--- src/rtl/bit_matrix_scan_ctrl.sv ---
// bit_matrix_scan_ctrl
//   Snapshots a ROWS x COLS constant bit matrix on a start request and streams
//   one cell per valid/ready handshake, highest row/column first, tagging each
//   cell with its absolute row/column index. Counts accepted 1 cells and pulses
//   done for one cycle after the last cell is accepted.
//
// Ports:
//   clk        in   single clock, rising edge
//   rst        in   synchronous, active-high reset
//   start      in   scan request, sampled only in IDLE
//   mat_in     in   flattened matrix, cell (r,c) at bit r*COLS+(c-COL_BASE)
//   busy       out  high in SCAN and DONE
//   out_valid  out  current cell presented
//   out_ready  in   consumer accepts the cell when out_valid && out_ready
//   out_bit    out  value of the current cell
//   out_row    out  row index of the current cell
//   out_col    out  absolute column index of the current cell
//   ones_cnt   out  accepted 1 cells in the current/last scan
//   done       out  one-cycle pulse after the last accepted cell
module bit_matrix_scan_ctrl #(
    parameter int ROWS     = 2,
    parameter int COLS     = 3,
    parameter int COL_BASE = 1,
    localparam int RW      = (ROWS > 1) ? $clog2(ROWS) : 1,
    localparam int CW      = ((COL_BASE + COLS) > 1) ? $clog2(COL_BASE + COLS) : 1,
    localparam int NW      = $clog2(ROWS * COLS + 1)
) (
    input  logic                 clk,
    input  logic                 rst,
    input  logic                 start,
    input  logic [ROWS*COLS-1:0] mat_in,
    output logic                 busy,
    output logic                 out_valid,
    input  logic                 out_ready,
    output logic                 out_bit,
    output logic [RW-1:0]        out_row,
    output logic [CW-1:0]        out_col,
    output logic [NW-1:0]        ones_cnt,
    output logic                 done
);

    localparam int NCELL = ROWS * COLS;
    localparam int IW    = (NCELL > 1) ? $clog2(NCELL) : 1;

    localparam logic [RW-1:0] ROW_TOP = RW'(ROWS - 1);
    localparam logic [CW-1:0] COL_TOP = CW'(COL_BASE + COLS - 1);
    localparam logic [CW-1:0] COL_LO  = CW'(COL_BASE);
    localparam logic [IW-1:0] IDX_TOP = IW'(NCELL - 1);

    typedef enum logic [1:0] {
        IDLE,
        SCAN,
        DONE
    } state_t;

    state_t           state_q, state_d;
    logic [NCELL-1:0] snap_q,  snap_d;
    logic [RW-1:0]    row_q,   row_d;
    logic [CW-1:0]    col_q,   col_d;
    logic [IW-1:0]    idx_q,   idx_d;
    logic [NW-1:0]    ones_q,  ones_d;
    logic             cell_bit;

    // The scan order is row-major descending, so the flat snapshot index
    // r*COLS+(c-COL_BASE) simply counts down by one per accepted cell. Keeping
    // it as its own register avoids a multiplier and gives a direct last-cell test.
    assign cell_bit = snap_q[idx_q];

    always_comb begin
        state_d = state_q;
        snap_d  = snap_q;
        row_d   = row_q;
        col_d   = col_q;
        idx_d   = idx_q;
        ones_d  = ones_q;
        case (state_q)
            IDLE: begin
                if (start) begin
                    snap_d  = mat_in;
                    row_d   = ROW_TOP;
                    col_d   = COL_TOP;
                    idx_d   = IDX_TOP;
                    ones_d  = '0;
                    state_d = SCAN;
                end
            end
            SCAN: begin
                if (out_ready) begin
                    ones_d = ones_q + NW'(cell_bit);
                    if (idx_q == '0) begin
                        state_d = DONE;
                    end else begin
                        idx_d = idx_q - IW'(1);
                        if (col_q == COL_LO) begin
                            col_d = COL_TOP;
                            row_d = row_q - RW'(1);
                        end else begin
                            col_d = col_q - CW'(1);
                        end
                    end
                end
            end
            DONE: begin
                state_d = IDLE;
            end
            default: begin
                state_d = IDLE;
            end
        endcase
    end

    always_ff @(posedge clk) begin
        if (rst) begin
            state_q <= IDLE;
            snap_q  <= '0;
            row_q   <= '0;
            col_q   <= '0;
            idx_q   <= '0;
            ones_q  <= '0;
        end else begin
            state_q <= state_d;
            snap_q  <= snap_d;
            row_q   <= row_d;
            col_q   <= col_d;
            idx_q   <= idx_d;
            ones_q  <= ones_d;
        end
    end

    assign busy      = (state_q != IDLE);
    assign out_valid = (state_q == SCAN);
    assign done      = (state_q == DONE);
    assign out_bit   = cell_bit;
    assign out_row   = row_q;
    assign out_col   = col_q;
    assign ones_cnt  = ones_q;

endmodule
--- config.mk ---
export PLATFORM = sky130hd
export DESIGN_NAME = bit_matrix_scan_ctrl
export DESIGN_NICKNAME = d
export VERILOG_FILES = /design/src/rtl/bit_matrix_scan_ctrl.sv
export SDC_FILE = /design/constraint.sdc
export NUM_CORES = 1
export LEC_CHECK = 0
export BUFFER_PORTS_ARGS = -buffer_cell sky130_fd_sc_hd__buf_4
export CAP_MARGIN = 10
export CORE_UTILIZATION = 45
export CTS_CLUSTER_SIZE = 25
export DETAILED_ROUTE_END_ITERATION = 8
export PLACE_DENSITY = 0.71
export SETUP_SLACK_MARGIN = 0.1
export SKIP_CTS_REPAIR_TIMING = 1
export SYNTH_ARGS = -nofsm -noshare
export SYNTH_HDL_FRONTEND = slang
export SYNTH_SLANG_ARGS = --single-unit
--- constraint.sdc ---
create_clock -name clk -period 1.99 [get_ports clk]
set_clock_uncertainty 0.05 [all_clocks]
set_input_delay 0.398 -clock clk [delete_from_list [all_inputs] [get_ports clk]]
set_output_delay 0.398 -clock clk [all_outputs]
set_load 0.1 [all_outputs]
==> After elaboration in Yosys (flattened, before gate mapping) <==
Index checks and enable logic that the tools add are counted.
{ "classes": {"n_addsub": 4, "order_cmp": 1, "eq_ne": 8, "mux": 23, "reduce_logical": 9} }
{ "ops": {"columns": ["op", "n"], "rows": [
  ["$mux W3", 5],
  ["$mux W2", 7],
  ["$pmux W3 S2", 2],
  ["$pmux W2 S2", 2],
  ["$ne A2 B1 Y1 const B", 3],
  ["$reduce_and A3 Y1", 2],
  ["$mux W1", 5],
  ["$reduce_and A5 Y1", 1],
  ["$eq A2 B1 Y1 const B", 2],
  ["$lt A3 B4 Y1 const B", 1],
  ["$ne A2 B2 Y1 const B", 2],
  ["$reduce_and A4 Y1", 1],
  ["$reduce_bool A2 Y1", 2],
  ["$add A3 B1 Y3", 1],
  ["$bmux W1 S3", 1],
  ["$logic_not A3 Y1", 1],
  ["$sub A3 B1 Y3 const B", 1],
  ["$eq A2 B2 Y1 const B", 1],
  ["$logic_not A2 Y1", 1],
  ["$pmux W1 S2", 1],
  ["$reduce_and A2 Y1", 1],
  ["$sub A2 B1 Y2 const B", 1],
  ["$sub A1 B1 Y1 const B", 1]
]} }
{ "totals": {"ff_bits": 17, "output_inout_bits": 10, "elab_cells": 51} }

==> Depth between registers and ports, before layout <==
Gate-level depths: netlist (run 1).
{ "logic_depth": {"depth_word": 5, "depth_mapped": 8, "mapped_depth_nobuf": 8} }

==> Worst setup path before layout (run 1) <==
Ideal clock, no wire load.
{ "synth_path": {"path_type": "register to register", "from": "register idx_q[0]", "to": "register ones_q[2], in the netlist ones_cnt[2]", "setup_time_ps": 78, "arrival_time_ps": 3715, "required_time_ps": 1862, "path_slack_ps": -1853, "stages_incl_launch_ff": 8, "path_cell_list": "dfxtp_1 -> mux2i_1 -> o31ai_1 -> ha_1 -> ha_1 -> nand4b_1 -> xor2_1 -> nor3_1"} }
{ "synth_via": {"elab_chain_cells": 5} }
{ "synth_lines": {"columns": ["item", "line_no", "source"], "rows": [
  ["start, declared", "60", "logic [IW-1:0] idx_q, idx_d;"],
  ["start signal, assigned", "125", "idx_q <= idx_d;"],
  ["$bmux W1 S3", "67", "assign cell_bit = snap_q[idx_q];"],
  ["$mux W1 (not written as such)", "67", null],
  ["net out_bit", "35", "output logic out_bit,"],
  ["$add A3 B1 Y3", "89", "ones_d = ones_q + NW'(cell_bit);"],
  ["$mux W3", "88", "if (out_ready) begin"],
  ["$pmux W3 S2", "76", "case (state_q)"],
  ["end signal, assigned", "126", "ones_q <= ones_d;"],
  ["end, declared", "61", "logic [NW-1:0] ones_q, ones_d;"]
]} }
The timed path passes the listed nets, and every way through them passes these cells. The select of a mux whose other input is x is not followed.
A chain may end at the register's enable or synchronous reset.

==> Worst setup path after layout (run 1) <==
{ "layout_path": {"from": "register idx_q[2]", "to": "output port out_bit"} }
{ "layout_via": {"elab_chain_cells": 2} }
{ "layout_lines": {"columns": ["item", "line_no"], "rows": [
  ["$bmux W1 S3", "67"],
  ["$mux W1 (not written as such)", "67"],
  ["end, declared", "35"]
]} }
No other way between the ends. The select of a mux whose other input is x is not followed.

==> results of run 1 <==
==> sequential cells by signal (all words and copies together) (netlist names) <==
register,flops
out_col,2
ones_cnt,3
snap_q,6
state_q,2
out_row,1
idx_q,3
==> worst max-delay path: stages (launching register included) <==
cell and delay (ns):
dfxtp_2 0.35, mux4_2 0.50, nand2_2 0.09, o31ai_4 0.08, buf_12 0.17
==> stage by stage <==
step           setup TNS (ns)  power (mW)  instance area, um2  setup slack (ns)  hold WS (ns)
2_1_floorplan          -0.405       0.664                 887            -0.277         0.382
3_3_place_gp                0       0.726                1030             0.128         0.394
3_5_place_dp                0       0.732                1030            0.0898         0.399
4_1_cts               -0.0618       0.913                1060           -0.0618         0.296
5_1_grt              -0.00839       0.973                1070          -0.00839         0.289
6_report                    0       0.918                1070            0.0670         0.300
==> worst paths after layout <==
check                                   end  slack (ns)  cells after the start
worst max-delay path                out_bit        0.07                      4
worst min-delay path              snap_q[4]        0.30                      3
worst max register to register  ones_cnt[2]        0.16                      8
worst min register to register    snap_q[3]        0.41                      2
==> metal layers <==
metal	up-vias	wire length [um]	global-route usage [%]
met5	-	0	0
met4	0	9	7.06
met3	2	82	4.76
met2	20	812	30.1
met1	330	769	23.1
li1	381	-	-
==> power by group through the flow <==
| stage | combinational (mW) | clock [mW] | sequential [mW] |
|---|---|---|---|
| after detailed placement | 0.321 | 0 | 0.411 |
| after global routing | 0.351 | 0.211 | 0.412 |
| final | 0.330 | 0.183 | 0.405 |
| after floorplan | 0.192 | 0 | 0.472 |
| after global placement | 0.316 | 0 | 0.410 |
| after CTS | 0.322 | 0.188 | 0.404 |
==> placed cells by master, fill, tap and decap left out, types with 2 or more instances in the layout <==
| cell | count |
|---|---|
| a311oi_1 | 2 |
| nand3_1 | 4 |
| dfxtp_2 | 4 |
| a32o_1 | 3 |
| nor3_1 | 6 |
| a21oi_1 | 8 |
| dfxtp_1 | 13 |
| nor2b_1 | 3 |
| clkbuf_4 | 3 |
| ha_1 | 4 |
| nand2b_1 | 2 |
| inv_1 | 2 |
| buf_4 | 19 |
| nand2_1 | 16 |
==> layout make-up <==
cell class | count | area (um2) | area share, %
inverters | 3 | 11.3 | 1.05
flip-flops and latches | 17 | 345 | 32.1
multi-input cells | 70 | 498 | 46.3
repair buffers | 20 | 163 | 15.1
clock buffers | 4 | 26.3 | 2.44
well taps | 25 | 31.3 | 2.91
==> logic make-up after synthesis <==
kind of cell / Yosys count / synth area share [%]
simple gates: 42 / 27.7
compound gates: 21 / 17.0
flops: 17 / 39.2
buf+inv: 9 / 5.19
fa+ha+maj: 4 / 5.76
mux: 2 / 4.18
xor+xnor: 1 / 1.01
==> reports/metrics.yaml, run 1 <==
power_and_ir_drop:
  pwr-share-comb_pct: 35.9
  max-vdd-ir-drop_mv: 0.562
  p_leak_nw: 0.453
  p_switching_mw: 0.361
  p_sw_share_pct: 39.3
  clkPwrFrac_pct: 20.0
  p_int_mw: 0.557
  p_per_area_nw_per_um2: 854
  p_seq_share_pct: 44.1
sta:
  rsz0062_at_grt: "yes"
  fin_crit_sh_pct: 96.6
  max_slew_margin_pct: 68.4
  hold_viol: 0
  fmax_mhz: 520
  slew_viol_final: 0
  worstMarginPinSlew_ns: 0.469
  setup-violations-final: 0
  layout_min_cycle_time_ns: 1.92
finish:
  final_util_pct: 60.9
  syn2layout_area_growth_pct: 23.8
  final_cell_count_no_fill: 139
  nets: 129
  drive_gt1_share_pct: 31.6
  antenna_cells: 0
  fillers: 176
yosys:
  synth_top_area_cell: "dfxtp_1"
  synth-seq-cells: 17
  async_reset_ff_share_pct: 0
  syn_nets: 110
  synthTopCellsByArea: "dfxtp_1 (39%), nand2_1 (7.3%), ha_1 (5.8%), a21oi_1 (4.6%), a32o_1 (3.5%)"
  yosys_warnings: 0
  synth_edf_count: 0
  synth.top_cell.area_share_pct: 39.2
  synth_flop_cell: "dfxtp_1"
  yosys-top-cells-count: "dfxtp_1 (17), nand2_1 (17), a21oi_1 (8)"
  ys_types: 35
  avgSynthCellArea_um2: 9.05
  synthesis.area_um2: 868
  synthCells: 96
  yosysSeqAreaShare_pct: 39.2
global_route:
  grt_usage_pct: 18.5
  grt_max_degree: 19
  grt_antenna_before_repair: 0
  grt_pass1_wl_um: 2770
  grt_overflow: 0
  grt_pass1_vias: 632
floorplanning:
  coreArea_um2: 1760
  dieArea_um2: 2110
  start_util_pct: 49.2
  num_io_pins: 20
  die_w_um: 45.9
  die_h_um: 45.9
  row_count: 15
route:
  vias_per_cell: 5.27
  drc: 0
  num_vias: 733
  firstDrtPassIters: 4
  drtIter0Drc: 21
  postRouteAntennaNets: 0
  drt-wirelength-per-cell_um: 12.0
  drt-total-wl_um: 1670
status:
  outcome: "completed"
worst_setup_path:
  r2r-start: "idx_q[2]"
  critPathKind: "reg2out"
  crit_arrival_ns: 1.48
  worstPathRequired_ns: 1.54
  endpoint_kind: "output pin"
  crit_fanout: 2
  cp-start-kind: "register"
  startpoint: "idx_q[2]"
clock_network:
  cts_sinks: 17
  cts_buffers: 3
  cts_max_path_buffers: 2
  ctsHtreeMaxLevel: 1
  cts-root-buf: "clkbuf_4"
  clk_latency_ns: 0.28
  clk_pin_slew_ns: 0.10
  cts_tree: "built"
worst_hold_path:
  hp-start: "mat_in[4]"
  min_path_type: "in2reg"
flow_run:
  drv_cap: 0
place:
  place_hpwl_um: 1200
  dp_cells: 135
  io_buffers: 19
  gp_congestion: 0.744
(Power assumes the default switching activity.)
==> run 2, diff against run 1 <==
--- a/config.mk
+++ b/config.mk
@@ -11,7 +11,7 @@
 export CTS_CLUSTER_SIZE = 25
 export DETAILED_ROUTE_END_ITERATION = 8
 export PLACE_DENSITY = 0.71
-export SETUP_SLACK_MARGIN = 0.1
+export SETUP_SLACK_MARGIN = 0.15
 export SKIP_CTS_REPAIR_TIMING = 1
 export SYNTH_ARGS = -nofsm -noshare
 export SYNTH_HDL_FRONTEND = slang
==> constraint.sdc (replaced) <==
create_clock -name clk -period 1.5 [get_ports clk]
set_clock_uncertainty 0.05 [all_clocks]
set_input_delay 0.3 -clock clk [delete_from_list [all_inputs] [get_ports clk]]
set_output_delay 0.3 -clock clk [all_outputs]
set_load 0.1 [all_outputs]
==> run 2 against run 1 <==
  * Global-route usage increased by 1.8 points
  * Register-to-register slack got worse by 0.54 ns
  * Design area increased by 22%
  * Largest power group is now combinational logic
  * The run now ends with negative setup slack left
  * Non-clock buffer count increased by 14
  * Sequential power increased by 32%
  * Wire length increased by 23%
  * Critical path type unchanged
==> reports/metrics.yaml, run 2 (synthesis results as in run 1) <==
place:
  io_buffers: 19
  dp_cells: 145
  place_hpwl_um: 1400
  place_ws_ns: -0.440
  gp_congestion: 0.787
worst_setup_path:
  path_cells: "mux4_2 -> nand2_2 -> o31ai_4 -> buf_4 -> buf_12"
  critPathKind: "reg2out"
  critPathBufInv: 2
  crit_fanout: 2
  endpoint_kind: "output pin"
  slowest_delay_ns: 0.51
  slowest_stage: "mux4_2"
  worstPathRequired_ns: 1.15
  cp-start-kind: "register"
  crit_arrival_ns: 1.61
  critPathTopFamily: "multiplexers"
finish:
  fillers: 135
  final_util_pct: 74.5
  seq_area_um2: 360
  nets: 143
  largest-register: "snap_q"
  multiInputGateArea_um2: 538
  largest_reg_flops: 6
  syn2layout_area_growth_pct: 51.4
  drive_gt1_share_pct: 48.4
  final_cell_count_no_fill: 153
  layout_common_cells: "buf_4 (23), nand2_1 (16), dfxtp_1 (9)"
  mostFrequentLayoutCell: "buf_4"
  antenna_cells: 0
route:
  num_vias: 838
  postRouteAntennaNets: 0
  drt-total-wl_um: 2060
  drc: 0
  drtIter0Drc: 21
  firstDrtPassIters: 4
  vias_per_cell: 5.48
  drt-wirelength-per-cell_um: 13.5
sta:
  layout_min_cycle_time_ns: 1.96
  setup-violations-final: 4
  worstMarginPinSlew_ns: 0.258
  rsz0062_at_grt: "yes"
  tns_ns: -1.17
  hold_viol: 0
  max_slew_margin_pct: 82.3
  setup_ws_ns: -0.463
  slew_viol_final: 0
  fmax_mhz: 509
  fin_crit_sh_pct: 131
global_route:
  grt.busiest_layer: "met2"
  met2_usage_pct: 30.7
  grt_use_met1_pct: 24.8
  grt_antenna_before_repair: 0
  grt_usage_pct: 20.3
  grt_max_degree: 19
  grt_overflow: 0
  grt_util_met3_pct: 6.35
  grt_pass1_wl_um: 2920
  grt_pass1_vias: 680
status:
  failed_checks: "negative setup slack"
  outcome: "finished, violations left"
clock_network:
  cts_max_path_buffers: 2
  clk_pin_slew_ns: 0.11
  ctsHtreeMaxLevel: 1
  cts_buffers: 3
  cts-root-buf: "clkbuf_4"
  cts_sinks: 17
  clk_latency_ns: 0.30
  cts_tree: "built"
floorplanning:
  dieArea_um2: 2110
  row_count: 15
  coreArea_um2: 1760
  start_util_pct: 49.2
  die_h_um: 45.9
  num_io_pins: 20
  die_w_um: 45.9
power_and_ir_drop:
  p_per_area_nw_per_um2: 1040
  p_leak_nw: 0.562
  total_power_mw: 1.37
  max-vdd-ir-drop_mv: 0.744
worst_hold_path:
  min_path_type: "in2reg"
flow_run:
  drv_cap: 0
-- run 2: metrics by stage --
| step | instance area (um2) | hold slack (ns) |
|---|---|---|
| 6_report | 1320 | 0.184 |
| 3_5_place_dp | 1130 | 0.397 |
| 5_1_grt | 1320 | 0.174 |
| 2_1_floorplan | 906 | 0.382 |
| 3_3_place_gp | 1130 | 0.389 |
| 4_1_cts | 1150 | 0.184 |
-- run 2: path summary, 6_finish.rpt --
path / cells after the start / startpoint / slack [ns] / end
setup / recovery: 5 / idx_q[2] / -0.46 / out_bit
hold / removal: 3 / mat_in[0] / 0.18 / snap_q[0]
setup reg to reg: 8 / idx_q[2] / -0.38 / ones_cnt[2]
hold reg to reg: 2 / snap_q[5] / 0.41 / snap_q[5]
-- run 2: power by group --
part           total [mW]  leakage (nW)  switching, mW  internal, mW
sequential          0.536         0.143         0.0403         0.495
combinational       0.584         0.401          0.335         0.249
clock               0.252        0.0177          0.152        0.0995
-- run 2: final cells by class --
cell class	count	area share, %
Tap cell	25	2.38
Inverter	3	1.05
Multi-Input combinational cell	70	40.9
Sequential cell	17	27.4
Clock inverter	1	0.381
Timing Repair Buffer	34	26.2
Clock buffer	3	1.71
-- run 2: routing by layer --
metal	part of all wire [%]	vias to the layer above
met3	6.0	6
met4	2.1	0
met5	0	-
met1	41	387
li1	-	408
met2	51	37
-- run 2: worst reg2reg max path, stage by stage (launching register included) --
cell and delay, ns:
dfxtp_2 0.35, mux4_2 0.51, nand2_2 0.09, o31ai_4 0.07
ha_1 0.20, ha_1 0.18, nand4b_1 0.10, xor2_1 0.16
nor3_1 0.06
==> run 3, diff against run 2 <==
--- a/config.mk
+++ b/config.mk
@@ -11,6 +11,7 @@
 export CTS_CLUSTER_SIZE = 25
 export DETAILED_ROUTE_END_ITERATION = 8
 export PLACE_DENSITY = 0.71
+export REMOVE_ABC_BUFFERS = 1
 export SETUP_SLACK_MARGIN = 0.15
 export SKIP_CTS_REPAIR_TIMING = 1
 export SYNTH_ARGS = -nofsm -noshare
==> run 3 against run 2 <==
  * The run still ends with negative setup slack left
  * First-iteration DRC count down 29%
  * Utilization up 1.6 points
  * Via count down 3.1%
  * Register-to-register slack better by 0.02 ns
  * Sequential share of layout area down 1.1 points
  * Clock-buffer cell count unchanged
  * Flip-flop and latch count unchanged
  * Sequential power down 0.9%
  * Critical path depth unchanged
  * Critical endpoint unchanged
==> reports/metrics.yaml, run 3 (synthesis results as in run 1) <==
worst_setup_path:
  ff2ff_path_depth: 8
  worstPathRequired_ns: 1.15
  crit_arrival_ns: 1.59
  cp-start-kind: "register"
  crit_fanout: 2
  endpoint_kind: "output pin"
  critPathKind: "reg2out"
place:
  io_buffers: 19
  place_hpwl_um: 1420
  gp_congestion: 0.788
  place_ws_ns: -0.394
  dp_cells: 146
finish:
  largest-register: "snap_q"
  drive_gt1_share_pct: 48.1
  syn2layout_area_growth_pct: 54.8
  largest_reg_flops: 6
  antenna_cells: 0
  layout_common_cells: "buf_4 (25), nand2_1 (14), dfxtp_1 (12)"
  nets: 148
  final_util_pct: 76.2
  mostFrequentLayoutCell: "buf_4"
  final_cell_count_no_fill: 158
sta:
  setup-violations-final: 8
  rsz0062_at_grt: "yes"
  worstMarginPinSlew_ns: 0.248
  whs_ns: 0.189
  fin_crit_sh_pct: 129
  fmax_mhz: 515
  max_slew_margin_pct: 83.2
  setup_ws_ns: -0.441
  layout_min_cycle_time_ns: 1.94
  hold_viol: 0
  slew_viol_final: 0
global_route:
  grt_pass1_vias: 704
  grt_usage_pct: 20.8
  grt_util_met3_pct: 3.57
  grt_overflow: 0
  grt_antenna_before_repair: 0
  grt_max_degree: 19
  grt_use_met1_pct: 24.8
  met2_usage_pct: 34.4
  grt.busiest_layer: "met2"
  grt_pass1_wl_um: 3020
floorplanning:
  row_count: 15
  die_w_um: 45.9
  dieArea_um2: 2110
  coreArea_um2: 1760
  die_h_um: 45.9
  start_util_pct: 49.2
  num_io_pins: 20
clock_network:
  cts_tree: "built"
  clk_pin_slew_ns: 0.11
  cts_buffers: 3
  ctsHtreeMaxLevel: 1
  clk_latency_ns: 0.30
  cts-root-buf: "clkbuf_4"
  cts_max_path_buffers: 2
  cts_sinks: 17
route:
  drtIter0Drc: 15
  drc: 0
  num_vias: 812
  postRouteAntennaNets: 0
  drt-wirelength-per-cell_um: 14.0
  drt-total-wl_um: 2210
  firstDrtPassIters: 4
  vias_per_cell: 5.14
worst_hold_path:
  min_path_cells: 3
  min_path_type: "in2reg"
status:
  failed_checks: "negative setup slack"
  outcome: "finished, violations left"
power_and_ir_drop:
  clkPwrFrac_pct: 18.3
  max-vdd-ir-drop_mv: 0.727
  p_leak_nw: 0.583
  p_switching_mw: 0.529
  p_int_mw: 0.846
  p_per_area_nw_per_um2: 1020
  p_sw_share_pct: 38.5
  p_seq_share_pct: 38.6
  pwr-share-comb_pct: 43.1
flow_run:
  drv_cap: 0
## run 3: critical path, stage by stage, from the launching register on
cell	delay (ns)
dfxtp_2	0.35
mux4_2	0.50
nand2_2	0.07
o31ai_2	0.07
buf_4	0.14
buf_12	0.15
## run 3: path summary, 6_finish.rpt
kind | slack (ns) | endpoint | from
min reg2reg | 0.41 | snap_q[5] | snap_q[5]
min | 0.19 | snap_q[2] | mat_in[2]
max reg2reg | -0.36 | ones_cnt[2] | idx_q[2]
max | -0.44 | out_bit | idx_q[2]
## run 3: layer usage
layer / wire [um] / vias up
met5: 0 / -
met4: 58 / 0
met3: 81 / 6
met2: 1150 / 22
met1: 919 / 367
li1: - / 417
## run 3: power groups by stage
stage	logic [mW]	registers [mW]	clock network, mW
after global routing	0.624	0.538	0.282
after detailed placement	0.472	0.539	0
final	0.592	0.531	0.252
after floorplan	0.222	0.630	0
after CTS	0.473	0.529	0.262
after global placement	0.462	0.537	0
## run 3: layout make-up
cell class,count,area (um2)
clock buffer,3,22.5
tap,25,31.3
sequential,17,354
timing repair buffer,39,384
clock inverter,1,5.00
fill,141,420
multi-input combinational,70,536
inverter,3,11.3
## run 3: per-stage QoR
step                cell area (um2)  total power [mW]  setup TNS [ns]
floorplan                       835             0.852           -9.44
global placement               1100             0.999           -1.12
detailed placement             1100              1.01           -1.40
CTS                            1130              1.26           -2.57
global route                   1340              1.44           -1.95
finish                         1340              1.38           -1.35
